===== src/rtl/ysyx_25060173_isa_pkg.sv =====
// RV32I/RV32M decode constants shared by the decode stage and the EXU.
// Instruction classes are one-hot bit positions given by cls_e.
package ysyx_25060173_isa_pkg;

    localparam logic [6:0] OPC_LUI    = 7'b0110111;
    localparam logic [6:0] OPC_AUIPC  = 7'b0010111;
    localparam logic [6:0] OPC_JAL    = 7'b1101111;
    localparam logic [6:0] OPC_JALR   = 7'b1100111;
    localparam logic [6:0] OPC_BRANCH = 7'b1100011;
    localparam logic [6:0] OPC_LOAD   = 7'b0000011;
    localparam logic [6:0] OPC_STORE  = 7'b0100011;
    localparam logic [6:0] OPC_OP_IMM = 7'b0010011;
    localparam logic [6:0] OPC_OP     = 7'b0110011;
    localparam logic [6:0] OPC_SYSTEM = 7'b1110011;

    typedef enum logic [3:0] {
        CLS_LUI,
        CLS_AUIPC,
        CLS_JAL,
        CLS_JALR,
        CLS_BRANCH,
        CLS_LOAD,
        CLS_STORE,
        CLS_OP_IMM,
        CLS_OP,
        CLS_MULDIV,
        CLS_SYSTEM,
        CLS_COUNT
    } cls_e;

    localparam int NCLS = int'(CLS_COUNT);

    // Classes that write rd back to the register file
    localparam logic [NCLS-1:0] CLS_WB_MASK = NCLS'((1 << CLS_LUI) | (1 << CLS_AUIPC) |
                                                    (1 << CLS_JAL) | (1 << CLS_JALR) |
                                                    (1 << CLS_LOAD) | (1 << CLS_OP_IMM) |
                                                    (1 << CLS_OP) | (1 << CLS_MULDIV));

    localparam logic [2:0] F3_JALR     = 3'b000;
    localparam logic [2:0] F3_ADD      = 3'b000;
    localparam logic [2:0] F3_SLL      = 3'b001;
    localparam logic [2:0] F3_SR       = 3'b101;
    localparam logic [2:0] F3_BR_RSV0  = 3'b010;
    localparam logic [2:0] F3_BR_RSV1  = 3'b011;
    localparam logic [2:0] F3_LD_RSV0  = 3'b011;
    localparam logic [2:0] F3_LD_RSV1  = 3'b110;
    localparam logic [2:0] F3_LD_RSV2  = 3'b111;
    localparam logic [2:0] F3_ST_MAX   = 3'b010;

    localparam logic [6:0] F7_BASE     = 7'b0000000;
    localparam logic [6:0] F7_ALT      = 7'b0100000;
    localparam logic [6:0] F7_MULDIV   = 7'b0000001;

    localparam logic [31:0] INST_EBREAK = 32'h0010_0073;
    localparam logic [31:0] INST_ECALL  = 32'h0000_0073;

    typedef struct packed {
        logic [NCLS-1:0] cls;
        logic [2:0]      funct3;
        logic            alt;
        logic [4:0]      rs1;
        logic [4:0]      rs2;
        logic [4:0]      rd;
        logic            rf_wen;
        logic            illegal;
        logic            ebreak;
        logic            ecall;
    } dec_t;

    typedef enum logic [1:0] {
        SK_EMPTY,
        SK_ONE,
        SK_TWO
    } skid_e;

endpackage


===== src/rtl/ysyx_25060173_decode_stage_if.sv =====
// IFU->decode and decode->EXU handshake bundle.
// slave is the decode stage; master is the surrounding pipeline (IFU + EXU).
interface ysyx_25060173_decode_stage_if
    import ysyx_25060173_isa_pkg::*;
#(
    parameter int XLEN = 32,
    parameter int PC_W = 32
);
    logic            in_valid;
    logic            in_ready;
    logic [31:0]     in_inst;
    logic [PC_W-1:0] in_pc;

    logic            out_valid;
    logic            out_ready;
    logic [PC_W-1:0] out_pc;
    logic [NCLS-1:0] out_cls;
    logic [2:0]      out_funct3;
    logic            out_alt;
    logic [4:0]      out_rs1;
    logic [4:0]      out_rs2;
    logic [4:0]      out_rd;
    logic [XLEN-1:0] out_imm;
    logic            out_rf_wen;
    logic            out_illegal;
    logic            out_ebreak;
    logic            out_ecall;

    modport slave (
        input  in_valid, in_inst, in_pc, out_ready,
        output in_ready,
        output out_valid, out_pc, out_cls, out_funct3, out_alt, out_rs1, out_rs2,
               out_rd, out_imm, out_rf_wen, out_illegal, out_ebreak, out_ecall
    );

    modport master (
        output in_valid, in_inst, in_pc, out_ready,
        input  in_ready,
        input  out_valid, out_pc, out_cls, out_funct3, out_alt, out_rs1, out_rs2,
               out_rd, out_imm, out_rf_wen, out_illegal, out_ebreak, out_ecall
    );

endinterface


===== src/rtl/ysyx_25060173_imm_gen.sv =====
// Combinational RV32 immediate generator selected by one-hot class.
// Shared between the decode stage and the EXU.
module ysyx_25060173_imm_gen
    import ysyx_25060173_isa_pkg::*;
#(
    parameter int XLEN = 32
) (
    input  logic [31:7]             inst,
    input  logic [NCLS-1:0]         cls,
    output logic signed [XLEN-1:0]  imm
);

    // R-type classes carry no immediate
    logic unused_cls;
    assign unused_cls = cls[CLS_OP] | cls[CLS_MULDIV];

    always_comb begin
        imm = '0;
        if (cls[CLS_OP_IMM] | cls[CLS_LOAD] | cls[CLS_JALR] | cls[CLS_SYSTEM]) begin
            imm = XLEN'($signed(inst[31:20]));
        end else if (cls[CLS_STORE]) begin
            imm = XLEN'($signed({inst[31:25], inst[11:7]}));
        end else if (cls[CLS_BRANCH]) begin
            imm = XLEN'($signed({inst[31], inst[7], inst[30:25], inst[11:8], 1'b0}));
        end else if (cls[CLS_LUI] | cls[CLS_AUIPC]) begin
            imm = XLEN'($signed({inst[31:12], 12'b0}));
        end else if (cls[CLS_JAL]) begin
            imm = XLEN'($signed({inst[31], inst[19:12], inst[20], inst[30:21], 1'b0}));
        end
    end

endmodule


===== src/rtl/ysyx_25060173_decode_stage.sv =====
// Registered RV32I(+M) decode stage between IFU and EXU with valid/ready on
// both sides, optional 2-entry skid buffer, and flush for redirects.
module ysyx_25060173_decode_stage
    import ysyx_25060173_isa_pkg::*;
#(
    parameter int XLEN     = 32,
    parameter int PC_W     = 32,
    parameter int RV32M_EN = 0,
    parameter int SKID_EN  = 1
) (
    input  logic clk,
    input  logic rst_n,
    input  logic flush,
    ysyx_25060173_decode_stage_if.slave bus
);

    typedef struct packed {
        dec_t            dec;
        logic [PC_W-1:0] pc;
        logic [XLEN-1:0] imm;
    } beat_t;

    logic [31:0]            inst_p0;
    logic [6:0]             opcode_p0;
    logic [2:0]             funct3_p0;
    logic [6:0]             funct7_p0;
    cls_e                   cls_idx_p0;
    logic                   legal_p0;
    logic [NCLS-1:0]        cls_oh_p0;
    logic signed [XLEN-1:0] imm_p0;
    dec_t                   dec_p0;
    beat_t                  beat_p0;

    beat_t                  out_p1;
    beat_t                  skid_p1;
    logic                   vld_p1;
    logic                   rdy_p1;
    skid_e                  state_p1;

    logic                   accept;
    logic                   drain;

    // ---- stage 0: combinational decode of the incoming instruction ----
    assign inst_p0   = bus.in_inst;
    assign opcode_p0 = inst_p0[6:0];
    assign funct3_p0 = inst_p0[14:12];
    assign funct7_p0 = inst_p0[31:25];

    always_comb begin
        cls_idx_p0 = CLS_LUI;
        legal_p0   = 1'b0;
        case (opcode_p0)
            OPC_LUI:    begin cls_idx_p0 = CLS_LUI;   legal_p0 = 1'b1; end
            OPC_AUIPC:  begin cls_idx_p0 = CLS_AUIPC; legal_p0 = 1'b1; end
            OPC_JAL:    begin cls_idx_p0 = CLS_JAL;   legal_p0 = 1'b1; end
            OPC_JALR: begin
                cls_idx_p0 = CLS_JALR;
                legal_p0   = (funct3_p0 == F3_JALR);
            end
            OPC_BRANCH: begin
                cls_idx_p0 = CLS_BRANCH;
                legal_p0   = (funct3_p0 != F3_BR_RSV0) && (funct3_p0 != F3_BR_RSV1);
            end
            OPC_LOAD: begin
                cls_idx_p0 = CLS_LOAD;
                legal_p0   = (funct3_p0 != F3_LD_RSV0) && (funct3_p0 != F3_LD_RSV1) &&
                             (funct3_p0 != F3_LD_RSV2);
            end
            OPC_STORE: begin
                cls_idx_p0 = CLS_STORE;
                legal_p0   = (funct3_p0 <= F3_ST_MAX);
            end
            OPC_OP_IMM: begin
                cls_idx_p0 = CLS_OP_IMM;
                // Only shifts constrain funct7; SLLI has no arithmetic variant
                case (funct3_p0)
                    F3_SLL:  legal_p0 = (funct7_p0 == F7_BASE);
                    F3_SR:   legal_p0 = (funct7_p0 == F7_BASE) || (funct7_p0 == F7_ALT);
                    default: legal_p0 = 1'b1;
                endcase
            end
            OPC_OP: begin
                cls_idx_p0 = CLS_OP;
                if (funct7_p0 == F7_BASE) begin
                    legal_p0 = 1'b1;
                end else if (funct7_p0 == F7_ALT) begin
                    legal_p0 = (funct3_p0 == F3_ADD) || (funct3_p0 == F3_SR);
                end else if (funct7_p0 == F7_MULDIV) begin
                    cls_idx_p0 = CLS_MULDIV;
                    legal_p0   = (RV32M_EN != 0);
                end
            end
            OPC_SYSTEM: begin
                cls_idx_p0 = CLS_SYSTEM;
                legal_p0   = (inst_p0 == INST_ECALL) || (inst_p0 == INST_EBREAK);
            end
            default: legal_p0 = 1'b0;
        endcase
    end

    // Illegal beats carry no class, which also zeroes imm and rf_wen
    assign cls_oh_p0 = legal_p0 ? (NCLS'(1) << cls_idx_p0) : '0;

    ysyx_25060173_imm_gen #(
        .XLEN (XLEN)
    ) u_imm_gen (
        .inst (inst_p0[31:7]),
        .cls  (cls_oh_p0),
        .imm  (imm_p0)
    );

    always_comb begin
        dec_p0.cls     = cls_oh_p0;
        dec_p0.funct3  = funct3_p0;
        dec_p0.alt     = inst_p0[30];
        dec_p0.rs1     = inst_p0[19:15];
        dec_p0.rs2     = inst_p0[24:20];
        dec_p0.rd      = inst_p0[11:7];
        dec_p0.rf_wen  = (|(cls_oh_p0 & CLS_WB_MASK)) && (inst_p0[11:7] != 5'd0);
        dec_p0.illegal = ~legal_p0;
        dec_p0.ebreak  = (inst_p0 == INST_EBREAK);
        dec_p0.ecall   = (inst_p0 == INST_ECALL);
        beat_p0.dec    = dec_p0;
        beat_p0.pc     = bus.in_pc;
        beat_p0.imm    = imm_p0;
    end

    // ---- stage 1: output register plus skid entry ----
    assign accept = bus.in_valid & bus.in_ready;
    assign drain  = vld_p1 & bus.out_ready;

    // Without the skid entry, ONE+accept always coincides with drain, so SK_TWO is unreachable
    assign bus.in_ready = (SKID_EN != 0) ? rdy_p1 : (~vld_p1 | bus.out_ready);

    always_ff @(posedge clk or negedge rst_n) begin
        if (!rst_n) begin
            state_p1 <= SK_EMPTY;
            vld_p1   <= 1'b0;
            rdy_p1   <= 1'b1;
            out_p1   <= '0;
            skid_p1  <= '0;
        end else if (flush) begin
            state_p1 <= SK_EMPTY;
            vld_p1   <= 1'b0;
            rdy_p1   <= 1'b1;
        end else begin
            case (state_p1)
                SK_EMPTY: begin
                    if (accept) begin
                        out_p1   <= beat_p0;
                        vld_p1   <= 1'b1;
                        state_p1 <= SK_ONE;
                    end
                end
                SK_ONE: begin
                    if (accept && drain) begin
                        out_p1 <= beat_p0;
                    end else if (accept) begin
                        skid_p1  <= beat_p0;
                        rdy_p1   <= 1'b0;
                        state_p1 <= SK_TWO;
                    end else if (drain) begin
                        vld_p1   <= 1'b0;
                        state_p1 <= SK_EMPTY;
                    end
                end
                SK_TWO: begin
                    if (drain) begin
                        out_p1   <= skid_p1;
                        rdy_p1   <= 1'b1;
                        state_p1 <= SK_ONE;
                    end
                end
                default: begin
                    vld_p1   <= 1'b0;
                    rdy_p1   <= 1'b1;
                    state_p1 <= SK_EMPTY;
                end
            endcase
        end
    end

    assign bus.out_valid   = vld_p1;
    assign bus.out_pc      = out_p1.pc;
    assign bus.out_cls     = out_p1.dec.cls;
    assign bus.out_funct3  = out_p1.dec.funct3;
    assign bus.out_alt     = out_p1.dec.alt;
    assign bus.out_rs1     = out_p1.dec.rs1;
    assign bus.out_rs2     = out_p1.dec.rs2;
    assign bus.out_rd      = out_p1.dec.rd;
    assign bus.out_imm     = out_p1.imm;
    assign bus.out_rf_wen  = out_p1.dec.rf_wen;
    assign bus.out_illegal = out_p1.dec.illegal;
    assign bus.out_ebreak  = out_p1.dec.ebreak;
    assign bus.out_ecall   = out_p1.dec.ecall;

endmodule


===== src/flat_wrapper.sv =====
// flat-port wrapper written by rule: the top's interface ports become plain ports
module ysyx_25060173_decode_stage_flat import ysyx_25060173_isa_pkg::*;
#(
    parameter int XLEN     = 32,
    parameter int PC_W     = 32,
    parameter int RV32M_EN = 0,
    parameter int SKID_EN  = 1
)
  (clk, rst_n, flush, bus_in_valid, bus_in_inst, bus_in_pc, bus_out_ready, bus_in_ready, bus_out_valid, bus_out_pc, bus_out_cls, bus_out_funct3, bus_out_alt, bus_out_rs1, bus_out_rs2, bus_out_rd, bus_out_imm, bus_out_rf_wen, bus_out_illegal, bus_out_ebreak, bus_out_ecall);
  ysyx_25060173_decode_stage_if #(.XLEN(XLEN), .PC_W(PC_W)) bus_i ();
  input  logic clk;
  input  logic rst_n;
  input  logic flush;
  input wire logic [$bits(bus_i.in_valid)-1:0] bus_in_valid;
  input wire logic [$bits(bus_i.in_inst)-1:0] bus_in_inst;
  input wire logic [$bits(bus_i.in_pc)-1:0] bus_in_pc;
  input wire logic [$bits(bus_i.out_ready)-1:0] bus_out_ready;
  output wire logic [$bits(bus_i.in_ready)-1:0] bus_in_ready;
  output wire logic [$bits(bus_i.out_valid)-1:0] bus_out_valid;
  output wire logic [$bits(bus_i.out_pc)-1:0] bus_out_pc;
  output wire logic [$bits(bus_i.out_cls)-1:0] bus_out_cls;
  output wire logic [$bits(bus_i.out_funct3)-1:0] bus_out_funct3;
  output wire logic [$bits(bus_i.out_alt)-1:0] bus_out_alt;
  output wire logic [$bits(bus_i.out_rs1)-1:0] bus_out_rs1;
  output wire logic [$bits(bus_i.out_rs2)-1:0] bus_out_rs2;
  output wire logic [$bits(bus_i.out_rd)-1:0] bus_out_rd;
  output wire logic [$bits(bus_i.out_imm)-1:0] bus_out_imm;
  output wire logic [$bits(bus_i.out_rf_wen)-1:0] bus_out_rf_wen;
  output wire logic [$bits(bus_i.out_illegal)-1:0] bus_out_illegal;
  output wire logic [$bits(bus_i.out_ebreak)-1:0] bus_out_ebreak;
  output wire logic [$bits(bus_i.out_ecall)-1:0] bus_out_ecall;
  assign bus_i.in_valid = bus_in_valid;
  assign bus_i.in_inst = bus_in_inst;
  assign bus_i.in_pc = bus_in_pc;
  assign bus_i.out_ready = bus_out_ready;
  assign bus_in_ready = bus_i.in_ready;
  assign bus_out_valid = bus_i.out_valid;
  assign bus_out_pc = bus_i.out_pc;
  assign bus_out_cls = bus_i.out_cls;
  assign bus_out_funct3 = bus_i.out_funct3;
  assign bus_out_alt = bus_i.out_alt;
  assign bus_out_rs1 = bus_i.out_rs1;
  assign bus_out_rs2 = bus_i.out_rs2;
  assign bus_out_rd = bus_i.out_rd;
  assign bus_out_imm = bus_i.out_imm;
  assign bus_out_rf_wen = bus_i.out_rf_wen;
  assign bus_out_illegal = bus_i.out_illegal;
  assign bus_out_ebreak = bus_i.out_ebreak;
  assign bus_out_ecall = bus_i.out_ecall;
  ysyx_25060173_decode_stage #(.XLEN(XLEN), .PC_W(PC_W), .RV32M_EN(RV32M_EN), .SKID_EN(SKID_EN)) u_core (.clk(clk), .rst_n(rst_n), .flush(flush), .bus(bus_i));
endmodule

===== config.mk =====
export PLATFORM = sky130hd
export DESIGN_NAME = ysyx_25060173_decode_stage_flat
export DESIGN_NICKNAME = d
export VERILOG_FILES = /design/src/rtl/ysyx_25060173_isa_pkg.sv /design/src/rtl/ysyx_25060173_decode_stage_if.sv /design/src/rtl/ysyx_25060173_imm_gen.sv /design/src/rtl/ysyx_25060173_decode_stage.sv /design/src/flat_wrapper.sv
export SDC_FILE = /design/constraint.sdc
export NUM_CORES = 1
export LEC_CHECK = 0
export BUFFER_PORTS_ARGS = -buffer_cell sky130_fd_sc_hd__buf_2
export CAP_MARGIN = 30
export CORE_UTILIZATION = 55
export CTS_CLUSTER_SIZE = 24
export DETAILED_ROUTE_END_ITERATION = 16
export HOLD_SLACK_MARGIN = 0.08
export PLACE_DENSITY_LB_ADDON = 0.08
export REMOVE_ABC_BUFFERS = 1
export SYNTH_ARGS = -nofsm -noshare
export SYNTH_HDL_FRONTEND = slang
export SYNTH_SLANG_ARGS = --single-unit
export TNS_END_PERCENT = 20

===== constraint.sdc =====
create_clock -name clk -period 2.3 [get_ports clk]
set_input_delay 0.46 -clock clk [delete_from_list [all_inputs] [get_ports clk]]
set_output_delay 0.46 -clock clk [all_outputs]
set_load 0.03 [all_outputs]

* Word level (Yosys, flattened, before mapping)
Index checks and enable logic that the tools add are counted.
Widths: inputs -> output; s select.
** Storage, ports and cells
- Bits in registers :: 200
- Output and inout port bits :: 100
- Word-level logic and storage cells :: 128
** Cells by class
- Magnitude comparators :: 1
- Eq/ne operators :: 34
- Shifts and indexed selects :: 1
- Mux-type cells :: 36
- Bitwise gates (word level) :: 9
- Reductions and logical operators :: 20
** Operators with widths (number)
- $mux 98 :: 3
- $pmux 98 s3 :: 1
- $mux 32 :: 5
- $pmux 4 s9 :: 1
- $eq 32x21->1 const B :: 1
- $eq 32x7->1 const B :: 1
- $eq 7x6->1 const B :: 4
- $eq 7x7->1 const B :: 4
- $ne 3x2->1 const B :: 6
- $eq 7x5->1 const B :: 2
- $mux 1 :: 12
- $mux 2 :: 6
- $ne 3x3->1 const B :: 4
- $reduce_and 4->1 :: 3
- $mux 11 :: 1
- $shl 1x4->11 const A :: 1
- $reduce_and 5->1 :: 2
- $mux 4 :: 2
- $pmux 1 s8 :: 1
- $reduce_or 8->1 :: 1
- $eq 7x1->1 const B :: 1
- $eq 7x2->1 const B :: 1
- $logic_not 7->1 :: 1
- $ne 2x1->1 const B :: 3
- 20 further kinds :: 34

* Depth between registers and ports, before layout
Gate-level depths: netlist of run 1.
- Word-level depth :: 14
- Mapped depth :: 10
- Depth with buffers taken out :: 7

* By module
A second synthesis of run 1 with hierarchy kept.
** Second synthesis, totals
- Cell total of the unflattened synthesis :: 910
- Area total of the unflattened synthesis :: 9127.5 µm²
** Modules (own cells, without submodules)
- ysyx_25060173_decode_stage :: instances 1, cells each 856, area an instance 8735.9 µm², sequential area each 5006.1 µm²
- ysyx_25060173_imm_gen :: instances 1, cells each 54, area an instance 391.6 µm², sequential area each 0.0 µm²

* Worst setup path after synthesis of run 1
No wires, ideal clock.
- Path kind :: input port to flip-flop
- From :: input bus_in_inst[26]
- To :: register u_core.out_p1, in the netlist u_core.bus.out_imm[1]
- Setup time :: 0.096 ns
- Arrival :: 2.917 ns
- Required time :: 2.204 ns
- Path slack :: -0.713 ns
- Stages on the path :: 8
- Path buffers :: 1
- Cell sequence :: or4_1 > or4_1 > or4_1 > clkbuf_2 > nor4b_4 > a21o_1 > mux2i_1 > o31ai_1
** Between the ends
- Cells in the longest elaborated chain, start to end :: 14
- Elaborated cells on any way between the ends :: 29
** Ends and longest elaborated chain
- start, declared :: line flat_wrapper.sv:15 : input wire logic [$bits(bus_i.in_inst)-1:0] bus_in_inst;
- $eq 7x1->1 :: line ysyx_25060173_decode_stage.sv:88 : end else if (funct7_p0 == F7_MULDIV) begin
- $mux 1 :: line ysyx_25060173_decode_stage.sv:88
- $mux 4 :: line ysyx_25060173_decode_stage.sv:86 : end else if (funct7_p0 == F7_ALT) begin
- $mux 4 :: line ysyx_25060173_decode_stage.sv:84 : if (funct7_p0 == F7_BASE) begin
- $pmux 4 s9 :: line ysyx_25060173_decode_stage.sv:52 : case (opcode_p0)
- $shl 1x4->11 :: line ysyx_25060173_decode_stage.sv:102 : assign cls_oh_p0 = legal_p0 ? (NCLS'(1) << cls_idx_p0) : '0;
- $mux 11 * :: line ysyx_25060173_decode_stage.sv:102
- $mux 32 / $or 1x1->1 (equally long branches) :: line ysyx_25060173_imm_gen.sv:27, ysyx_25060173_imm_gen.sv:25
- $mux 32 :: line ysyx_25060173_imm_gen.sv:25 : end else if (cls[CLS_LUI] | cls[CLS_AUIPC]) begin
- $mux 32 :: line ysyx_25060173_imm_gen.sv:23 : end else if (cls[CLS_BRANCH]) begin
- $mux 32 :: line ysyx_25060173_imm_gen.sv:21 : end else if (cls[CLS_STORE]) begin
- $mux 32 * :: line ysyx_25060173_imm_gen.sv:19 : if (cls[CLS_OP_IMM] | cls[CLS_LOAD] | cls[CLS_JALR] | cls[CLS_SYSTEM]) begin
- $mux 98 (on tied branches) :: line ysyx_25060173_decode_stage.sv:156, ysyx_25060173_decode_stage.sv:149
- $pmux 98 s3 * :: line ysyx_25060173_decode_stage.sv:147 : case (state_p1)
- end signal, assigned :: line ysyx_25060173_decode_stage.sv:150 : out_p1 <= beat_p0;
- end signal, assigned :: line ysyx_25060173_decode_stage.sv:157 : out_p1 <= beat_p0;
- end signal, assigned :: line ysyx_25060173_decode_stage.sv:169 : out_p1 <= skid_p1;
- end, declared :: line ysyx_25060173_decode_stage.sv:34 : beat_t out_p1;
Mark *: on every way between the ends. The rest lies on a longest branch, timed or not. The select of a mux whose other input is x is not followed.
A chain may end at the register's enable or synchronous reset.

* Worst setup path in the final report of run 1
- From :: input bus_in_inst[28]
- To :: register u_core.out_p1, in the netlist u_core.bus.out_imm[1]
Same word-level chain as after synthesis.

==> results of run 1 <==
-- how the worst min path moves through the flow --
stage	start	end	slack, ns	depth (start not counted)
finish	bus_in_pc[27]	u_core.skid_p1[59]	0.23	3
detailed placement	rst_n	u_core.skid_p1[56]	0.46	1
floorplan	rst_n	u_core.bus.out_alt	0.16	0
global route	bus_in_pc[5]	u_core.skid_p1[37]	0.23	3
CTS	bus_in_pc[1]	u_core.skid_p1[33]	0.21	3
global placement	u_core.bus.out_cls[9]	u_core.bus.out_cls[9]	0.45	2
-- cells in the mapped netlist, types with 3 or more instances --
library cell and count:
buf_1 4, nand3_1 17, a21oi_2 10, a31oi_1 64, o21ai_1 3, a21o_1 3
buf_6 4, nor2_1 97, nor4_1 6, clkbuf_1 64, o21ai_0 39, nor2b_1 3
nor3_1 10, a21oi_1 61, nand3b_1 3, inv_1 3, or4_1 4, mux2i_1 4
or3_1 23, o31ai_1 13, dfrtp_1 199, nand2_1 348, and3_1 7, nand2b_1 3
-- metrics by stage --
step / instances / power [mW] / setup TNS, ns / instance area, um^2 / hold WS (ns)
after floorplan: 957 / 7.98 / -757.47 / 8640 / 0.164
after global placement: 1423 / 9.26 / -62.70 / 10500 / 0.452
after detailed placement: 1423 / 9.39 / -64.71 / 10500 / 0.459
after CTS: 1456 / 12.5 / -19.85 / 11200 / 0.214
after global routing: 1462 / 13.2 / -26.42 / 11400 / 0.234
final: 1462 / 12.5 / -22.59 / 11400 / 0.229
-- timing repair --
item                                   CTS  global route
endpoints found under the hold margin   48             0
cloned                                   0             2
hold buffers                             1             0
buffers inserted                         1             4
setup endpoints to repair               78            78
gates resized for setup                 16            26
pin swaps                               13            13
-- cell families after synthesis --
logic type / share of synthesized area, %
DFF: 55.8
buffers and inverters: 3.70
and+or+nand+nor: 25.4
AOI/OAI and AO/OA: 14.2
xor gates and xnor gates: 0.195
muxes: 0.698
-- where the power goes --
group	internal, mW	switching [mW]
registers	4.72	0.645
clock network	1.74	1.40
logic	1.29	2.74
-- area by class of cell --
cell class              count  area [um^2]
clock inverters            14          190
clock buffers              17          425
multi-input cells         756         3820
repair buffers            256         1640
well taps                 216          270
inverters                   3         11.3
flip-flops and latches    200         5010
fillers                  1271         4520
-- routing by layer --
layer	vias up	routed length, um	track usage [%]
met1	3937	10600	41.8
met3	29	1520	4.38
met4	0	447	9.64
met5	-	0	0
met2	316	11600	47.3
li1	3888	-	-
-- flip-flops by register name, indices dropped and copies added (netlist names) --
signal / cells
u_core.bus.out_valid: 1
u_core.bus.out_alt: 1
u_core.bus.out_ecall: 1
u_core.bus.out_ebreak: 1
u_core.bus.out_rs2: 5
u_core.bus.out_funct3: 3
u_core.bus.out_cls: 11
u_core.bus.out_rf_wen: 1
u_core.bus.out_imm: 32
u_core.state_p1: 2
u_core.bus.out_pc: 32
u_core.skid_p1: 98
u_core.bus.out_illegal: 1
u_core.bus.in_ready: 1
u_core.bus.out_rd: 5
u_core.bus.out_rs1: 5
-- tightest hold or removal path: cells and delay by family --
kind                   cells  cell delay [ns]
AND/OR/NAND/NOR            2             0.08
buffers and inverters      1             0.09
==> run metrics, run 1 <==
first-pass GRT wire length 38400 um; largest net degree at the start of global routing 144; FP Rows 46; crit path kind in2reg; GRT Util Overall 29.6%; Cells after Synth 1033; dpl ws -0.972 ns; clock skew 0.00943 ns; commonest cells after routing, fill and taps aside 347 x nand2_1, 199 x dfrtp_1, 165 x buf_2; Final min period 2.73 ns; Clock Tree Buf Depth 2; Die X 130 um; routability cong. 0.910; worst-path fanout max 8; Seq/Total Area, Yosys 55.8%; Ys Warns 0; DRC Markers 0; Hold Fails Final Rpt 0; max cap viols 0; final net count 1303; htree depth 4; fin. max-slew vios 0; WL/cell 16.6 um; Crit. End Element flip-flop; Final setup violation count 75; I/O Buffers 168; diode count 0; Fmax 0.366 GHz; Iter 0 DRT Violations 528; ys flop type dfrtp_1; Syn-to-layout area delta 26.8%; CTS Buf Count 17; number of synthesized flops with an enable pin 0; CP delay by family, top simple AND/OR/NAND/NOR gates; top cell type by total area after synthesis dfrtp_1; antenna violations before repair 0; Critical Path Start bus_in_inst[28]; commonest non-fill, non-tap cell in the layout nand2_1; WP data required 2.64 ns; Post-DP HPWL 15700 um; Routed Antenna Nets 0; Reg clk slew, reported paths 0.07 ns; TritonCTS Sinks 200; Reg-to-Reg End u_core.bus.out_imm[21]; Max-slew headroom 58.6%; WL final 24300 um; maximum vdd ir drop 627 uV; failing checks setup timing; HP Class in2reg; Largest stage delay, worst path 0.54 ns; reg2reg setup slack 0.10 ns; Reg2Reg Launch Point u_core.bus.in_ready; leak pwr 5.43 nW; Core ar. 15900 um^2; crit path to u_core.bus.out_imm[1]; top-area cell type share of the netlist area 55.6%; number of library cell types mapped by synthesis 54; critical path depth 8; period utilization 119%; startpoint class of the critical path input port; power density of the placed cells 1100 nW/um^2; Worst Reg-to-Reg Cells 7; crit-path cells buf_6 -> or4_4 -> or4_4 -> or4_4 -> nor4b_4 -> o21ai_4 -> nor2_4 -> o31ai_2; CTS tree built; via count 8170; Ports 169; Slowest cell on crit path or4_4; worst setup margin -0.433 ns; Worst Path Buf+Inv 1; Pre-Repair DR Iteration Count 5; Avg Cell Area, Syn 8.68 um^2; status finished, violations left; cell mode on critical path or4_4; mapped cell area 8960 um^2; DR vias/cell 5.59; clk root buf clkbuf_16; RSZ-0062 raised after global routing yes; Yosys reg bits 200; Die H 130 um; die area 16800 um^2; number of global-route vias before repair 7440; initial core utilization 56.4%; Critical Path AT 3.07 ns; Slew @ Worst Pin 0.621 ns; Async SR Flop Fraction 100%; Synth area leaders dfrtp_1 56%, nand2_1 15%, a31oi_1 4.5%; Clock Latency Late Sink 0.44 ns; fin util 71.6%; share of cells above drive strength 1 27.2%; overflow left after global routing 0
(Power assumes the default switching activity.)
==> run 2: changes to the inputs <==
==> constraint.sdc (replaced) <==
create_clock -name clk -period 2.3 [get_ports clk]
set_input_delay 0.23 -clock clk [delete_from_list [all_inputs] [get_ports clk]]
set_output_delay 0.23 -clock clk [all_outputs]
set_load 0.03 [all_outputs]
==> run 2 against run 1 <==
  * The run still ends with setup timing left
  * Flip-flop and latch count unchanged
  * Combinational power about the same
  * Critical endpoint is now u_core.bus.out_imm[2]
  * Hold slack worse by 0.13 ns
  * Clock-buffer cell count up 4
  * Maximum frequency rose by 8.4%
  * Critical path type unchanged
==> run metrics, run 2 (synthesis results as in run 1) <==
Fmax 0.397 GHz (+8.4%); fin. max-slew vios 0 (unchanged); share of cells above drive strength 1 25.7% (-1.5 points); DR vias/cell 5.50 (-1.6%); leak pwr 5.49 nW (+1.1%); FP Rows 46 (unchanged); overflow left after global routing 0 (unchanged); clock skew 0.00967 ns (+0.000232 ns); routability cong. 0.871 (-4.4%); I/O Buffers 168 (unchanged); Clock Latency Late Sink 0.44 ns (about the same); RSZ-0062 raised after global routing yes; Reg2Reg Launch Point u_core.bus.in_ready; Flop pwr share 42.9% (about the same); Ports 169 (unchanged); Final setup violation count 67 (-11%); via count 8179 (+0.11%); worst setup margin -0.221 ns (+0.211 ns); met2 Usage GRT 48.9% (+1.6 points); met1 usage 41.2% (-0.63 points); Critical Path AT 2.84 ns (-0.23 ns); max cap viols 0 (unchanged); commonest non-fill, non-tap cell in the layout nand2_1; status finished, violations left; Clk pwr share 24.7% (-0.4 points); internal power 7.77 mW (+0.28%); Die H 130 um (unchanged); Hold Fails Final Rpt 0 (unchanged); Final Power 12.5 mW (-0.37%); worst hold stages 3 (unchanged); htree depth 4 (unchanged); maximum vdd ir drop 636 uV (+1.5%); Final min period 2.52 ns (-0.211 ns); placed cell areas 10400 um^2 (-0.88%); Fin Hold WS 0.103 ns (-0.125 ns); Clock Tree Buf Depth 2 (unchanged); Reg clk slew, reported paths 0.07 ns (about the same); number of global-route vias before repair 7667 (+3.1%); Pre-Repair DR Iteration Count 5 (unchanged); die area 16800 um^2 (unchanged); Slew @ Worst Pin 0.623 ns (+0.00252 ns); clk root buf clkbuf_16; HP Start bus_in_inst[8]; switch share 37.8% (-0.40 points); Routed Antenna Nets 0 (unchanged); WL final 24600 um (+1.5%); HP Class in2reg; GRT Util Overall 30.1% (+0.46 points); Logic pwr share 32.4% (+0.2 points); commonest cells after routing, fill and taps aside 348 x nand2_1, 199 x dfrtp_1, 165 x buf_2; diode count 0 (unchanged); Critical Path Start bus_in_inst[28]; Die X 130 um (unchanged); NetSw 4.72 mW (-1.4%); failing checks setup timing; GR peak layer met2; Worst Reg-to-Reg Cells 8 (+1); Syn-to-layout area delta 29.3%; antenna violations before repair 0 (unchanged); reg2reg setup slack 0.16 ns (+0.06 ns); Iter 0 DRT Violations 580 (+9.8%); CTS Buf Count 17 (unchanged); largest net degree at the start of global routing 144 (unchanged); max FFs per register 98 (unchanged); CTS tree built; Core ar. 15900 um^2 (unchanged); final net count 1329 (+2.0%); DRC Markers 0 (unchanged); first-pass GRT wire length 39000 um (+1.5%); Max-slew headroom 58.5% (-0.17 points); Biggest register u_core.skid_p1; Crit. End Element flip-flop; power density of the placed cells 1080 nW/um^2 (-2.3%); startpoint class of the critical path input port; Post-DP HPWL 15400 um (-1.8%); post-layout instance area 11600 um^2 (+1.9%); period utilization 110% (-9.2 points); fin util 72.9% (+1.4 points); crit path kind in2reg; WP data required 2.62 ns (-0.02 ns); GR Util met3 4.62% (+0.25 points); setup TNS -7.33 ns (+15.26 ns); WL/cell 16.6 um (-0.24%); initial core utilization 56.4% (unchanged); worst-path fanout max 6 (-2); Fillers 1240 (-2.4%); TritonCTS Sinks 200 (unchanged)
run 2: power groups by stage:
stage / registers (mW) / logic (mW) / clock network [mW]
CTS: 5.35 / 4.04 / 3.10
floorplan: 6.56 / 1.42 / 0
detailed placement: 5.39 / 3.96 / 0
global route: 5.51 / 4.44 / 3.24
global placement: 5.37 / 3.87 / 0
finish: 5.35 / 4.05 / 3.09
run 2: final cells by class:
| class | instances | area, um^2 | area share (%) |
|---|---|---|---|
| clock buffers | 21 | 450 | 3.89 |
| repair buffers | 283 | 1900 | 16.4 |
| inverters | 3 | 11.3 | 0.0972 |
| flip-flops and latches | 200 | 5010 | 43.2 |
| clock inverters | 10 | 145 | 1.25 |
| multi-input cells | 755 | 3800 | 32.8 |
| well taps | 216 | 270 | 2.33 |
run 2: path summary, 6_finish.rpt:
check	to
hold / removal	u_core.bus.out_rd[1]
setup reg to reg	u_core.bus.out_imm[11]
setup / recovery	u_core.bus.out_imm[2]
min in group asynchronous	u_core.bus.out_pc[18]
max in group asynchronous	u_core.bus.out_cls[4]
hold reg to reg	u_core.bus.out_cls[9]
run 2: metal layers:
metal	wire length, um	up-vias	part of all wire [%]
met1	11000	3951	45
met2	11700	257	47
met5	0	-	0
met3	1360	44	5.5
li1	-	3927	-
met4	546	0	2.2
run 2: per-stage QoR:
stage          instances  setup slack (ns)
2_1_floorplan        957             -5.41
3_3_place_gp        1414            -0.679
3_5_place_dp        1414            -0.800
4_1_cts             1485            -0.194
5_1_grt             1488            -0.252
6_report            1488            -0.221
run 2: timing repair:
item,4_1_cts,5_1_grt
gates cloned,1,1
pin swaps,37,5
buffers inserted,1,2
hold buffers,38,0
gates resized for setup,21,17
setup endpoints to repair,71,68
endpoints found under the hold margin,129,0
run 2: worst max-delay path, stage by stage:
cell and delay [ns]:
buf_6 0.09, or4_4 0.55, or4_4 0.56, or4_4 0.53, nor4b_4 0.19, a21o_2 0.29
mux2i_1 0.16, o31ai_1 0.25
==> run 3: changes to the inputs <==
Settings changed: CORE_UTILIZATION 55 to 30, CTS_CLUSTER_DIAMETER set to 50.
==> run 3 against run 2 <==
  * Critical path type unchanged
  * Non-clock buffer count is 6 higher
  * Clock power about the same
  * Sequential power about the same
  * Largest cell class unchanged
  * Routed wire length is 12% higher
  * Combinational power about the same
  * Register-to-register slack got worse by 0.05 ns
  * Hold slack improved by 0.028 ns
  * Critical path depth did not move
  * Core utilization fell by 32 points
  * The run still ends with setup timing left
  * Cell count is 12% higher
==> run metrics, run 3 (synthesis results as in run 1) <==
overflow left after global routing 0 (unchanged); placed cell areas 10700 um^2 (+2.8%); share of cells above drive strength 1 26.4% (+0.72 points); Cell Count, Final, Fillers Out 1663 (+12%); diode count 0 (unchanged); Ports 169 (unchanged); Final setup violation count 68 (+1.5%); worst setup margin -0.218 ns (+0.00330 ns); Clk pwr share 24.6% (about the same); Post-Place Cells 1589 (+12%); period utilization 109% (-0.14 points); Core ar. 29000 um^2 (+83%); first-pass GRT wire length 44300 um (+14%); commonest cells after routing, fill and taps aside 348 x nand2_1, 199 x dfrtp_1, 166 x buf_2; max cap viols 0 (unchanged); startpoint class of the critical path input port; Hold Fails Final Rpt 0 (unchanged); fin. max-slew vios 0 (unchanged); HP Class in2reg; Fin Hold WS 0.131 ns (+0.0281 ns); initial core utilization 30.9% (-26 points); crit-path cells buf_6 -> or4_4 -> or4_4 -> or4_4 -> nor4b_4 -> a21o_2 -> mux2i_2 -> o31ai_1; power density of the placed cells 1050 nW/um^2 (-2.8%); Post-DP HPWL 18000 um (+17%); Logic pwr share 32.6% (+0.2 points); Worst Path Buf+Inv 1 (unchanged); maximum vdd ir drop 544 uV (-14%); post-layout instance area 11900 um^2 (+2.7%); Flop pwr share 42.8% (about the same); Critical Path AT 2.84 ns (about the same); Pre-Repair DR Iteration Count 4 (-1); worst-path fanout max 6 (unchanged); crit path kind in2reg; Max-slew headroom 54.8% (-3.6 points); routability cong. 0.793 (-8.9%); Iter 0 DRT Violations 476 (-18%); Syn-to-layout area delta 32.8%; Die X 175 um (+35%); Largest stage delay, worst path 0.55 ns (about the same); setup TNS -5.40 ns (+1.93 ns); die area 30600 um^2 (+82%); Final min period 2.52 ns (-0.00330 ns); Slowest cell on crit path or4_4; CTS Buf Count 17 (unchanged); Crit. End Element flip-flop; CP delay by family, top simple AND/OR/NAND/NOR gates; commonest non-fill, non-tap cell in the layout nand2_1; leak pwr 5.55 nW (+1.0%); largest net degree at the start of global routing 144 (unchanged); internal power 7.63 mW (-1.8%); Die H 175 um (+35%); cell mode on critical path or4_4; GRT Util Overall 18.5% (-12 points); Fmax 0.397 GHz (+0.13%); Reg clk slew, reported paths 0.08 ns (about the same); DR vias/cell 4.75 (-14%); FP Rows 62 (+35%); DRC Markers 0 (unchanged); TritonCTS Sinks 200 (unchanged); status finished, violations left; WL/cell 16.6 um (+0.41%); I/O Buffers 168 (unchanged); final net count 1335 (+0.45%); failing checks setup timing; WL final 27600 um (+12%); Clock Latency Late Sink 0.42 ns (-0.02 ns); NetSw 4.84 mW (+2.5%); antenna violations before repair 0 (unchanged); Biggest register u_core.skid_p1; clock skew 0.0107 ns (+0.000987 ns); CTS tree built; Clock Tree Buf Depth 2 (unchanged); via count 7906 (-3.3%); max FFs per register 98 (unchanged); Fillers 2949 (+140%); number of global-route vias before repair 7823 (+2.0%); clk root buf clkbuf_16; fin util 41.0% (-32 points); Slew @ Worst Pin 0.677 ns (+0.0541 ns); htree depth 4 (unchanged); Routed Antenna Nets 0 (unchanged); WP data required 2.62 ns (about the same); RSZ-0062 raised after global routing yes; switch share 38.8% (+1.0 points)
[run 3: power by group through the flow]
stage	Combinational [mW]	Sequential, mW	Clock [mW]
after CTS	4.10	5.35	3.18
after global placement	3.97	5.42	0
after detailed placement	4.01	5.42	0
after floorplan	1.42	6.56	0
final	4.07	5.34	3.07
after global routing	4.47	5.51	3.30
[run 3: path summary, 6_finish.rpt]
path / end / cells past startpoint / slack, ns / startpoint
min reg2reg: u_core.skid_p1[2] / 2 / 0.47 / u_core.skid_p1[2]
min in group asynchronous: u_core.skid_p1[24] / 2 / 0.33 / rst_n
max in group asynchronous: u_core.bus.out_imm[0] / 3 / 1.23 / rst_n
max: u_core.bus.out_imm[4] / 8 / -0.22 / bus_in_inst[26]
min: u_core.bus.out_valid / 4 / 0.13 / bus_out_ready
max reg2reg: u_core.bus.out_rf_wen / 8 / 0.11 / u_core.bus.in_ready
[run 3: area by class of cell]
| type | count | area, um^2 | area share (%) |
|---|---|---|---|
| timing repair buffer | 289 | 1990 | 16.7 |
| inverter | 3 | 11.3 | 0.0946 |
| clock buffer | 19 | 443 | 3.72 |
| tap | 384 | 480 | 4.04 |
| multi-input combinational | 755 | 3820 | 32.1 |
| sequential | 200 | 5010 | 42.1 |
| clock inverter | 13 | 155 | 1.30 |
[run 3: worst reg2reg max path: cells and delay by family (launching register included)]
kind	cells	cell delay (ns)
AO/OA/AOI/OAI	3	0.31
flip-flops	1	0.55
AND/OR/NAND/NOR	4	0.77
buffers and inverters	1	0.48
[run 3: timing repair]
item / CTS / global route
resized for setup: 30 / 11
pin swaps: 29 / 12
gates cloned: 2 / 0
endpoints found under the setup margin: 72 / 71
hold buffers: 38 / 0
setup buffers: 1 / 1
hold endpoints to repair: 114 / 0
[run 3: through the flow]
| stage | power (mW) | worst slack (ns) |
|---|---|---|
| global route | 13.3 | -0.251 |
| CTS | 12.6 | -0.157 |
| detailed placement | 9.43 | -0.739 |
| floorplan | 7.98 | -5.41 |
| finish | 12.5 | -0.218 |
| global placement | 9.39 | -0.705 |
[run 3: routing by layer]
| layer | part of all wire [%] | track usage, % |
|---|---|---|
| met5 | 0 | 0 |
| met2 | 47 | 29.9 |
| met4 | 0.44 | 3.04 |
| met1 | 50 | 26.5 |
| met3 | 2.8 | 2.59 |
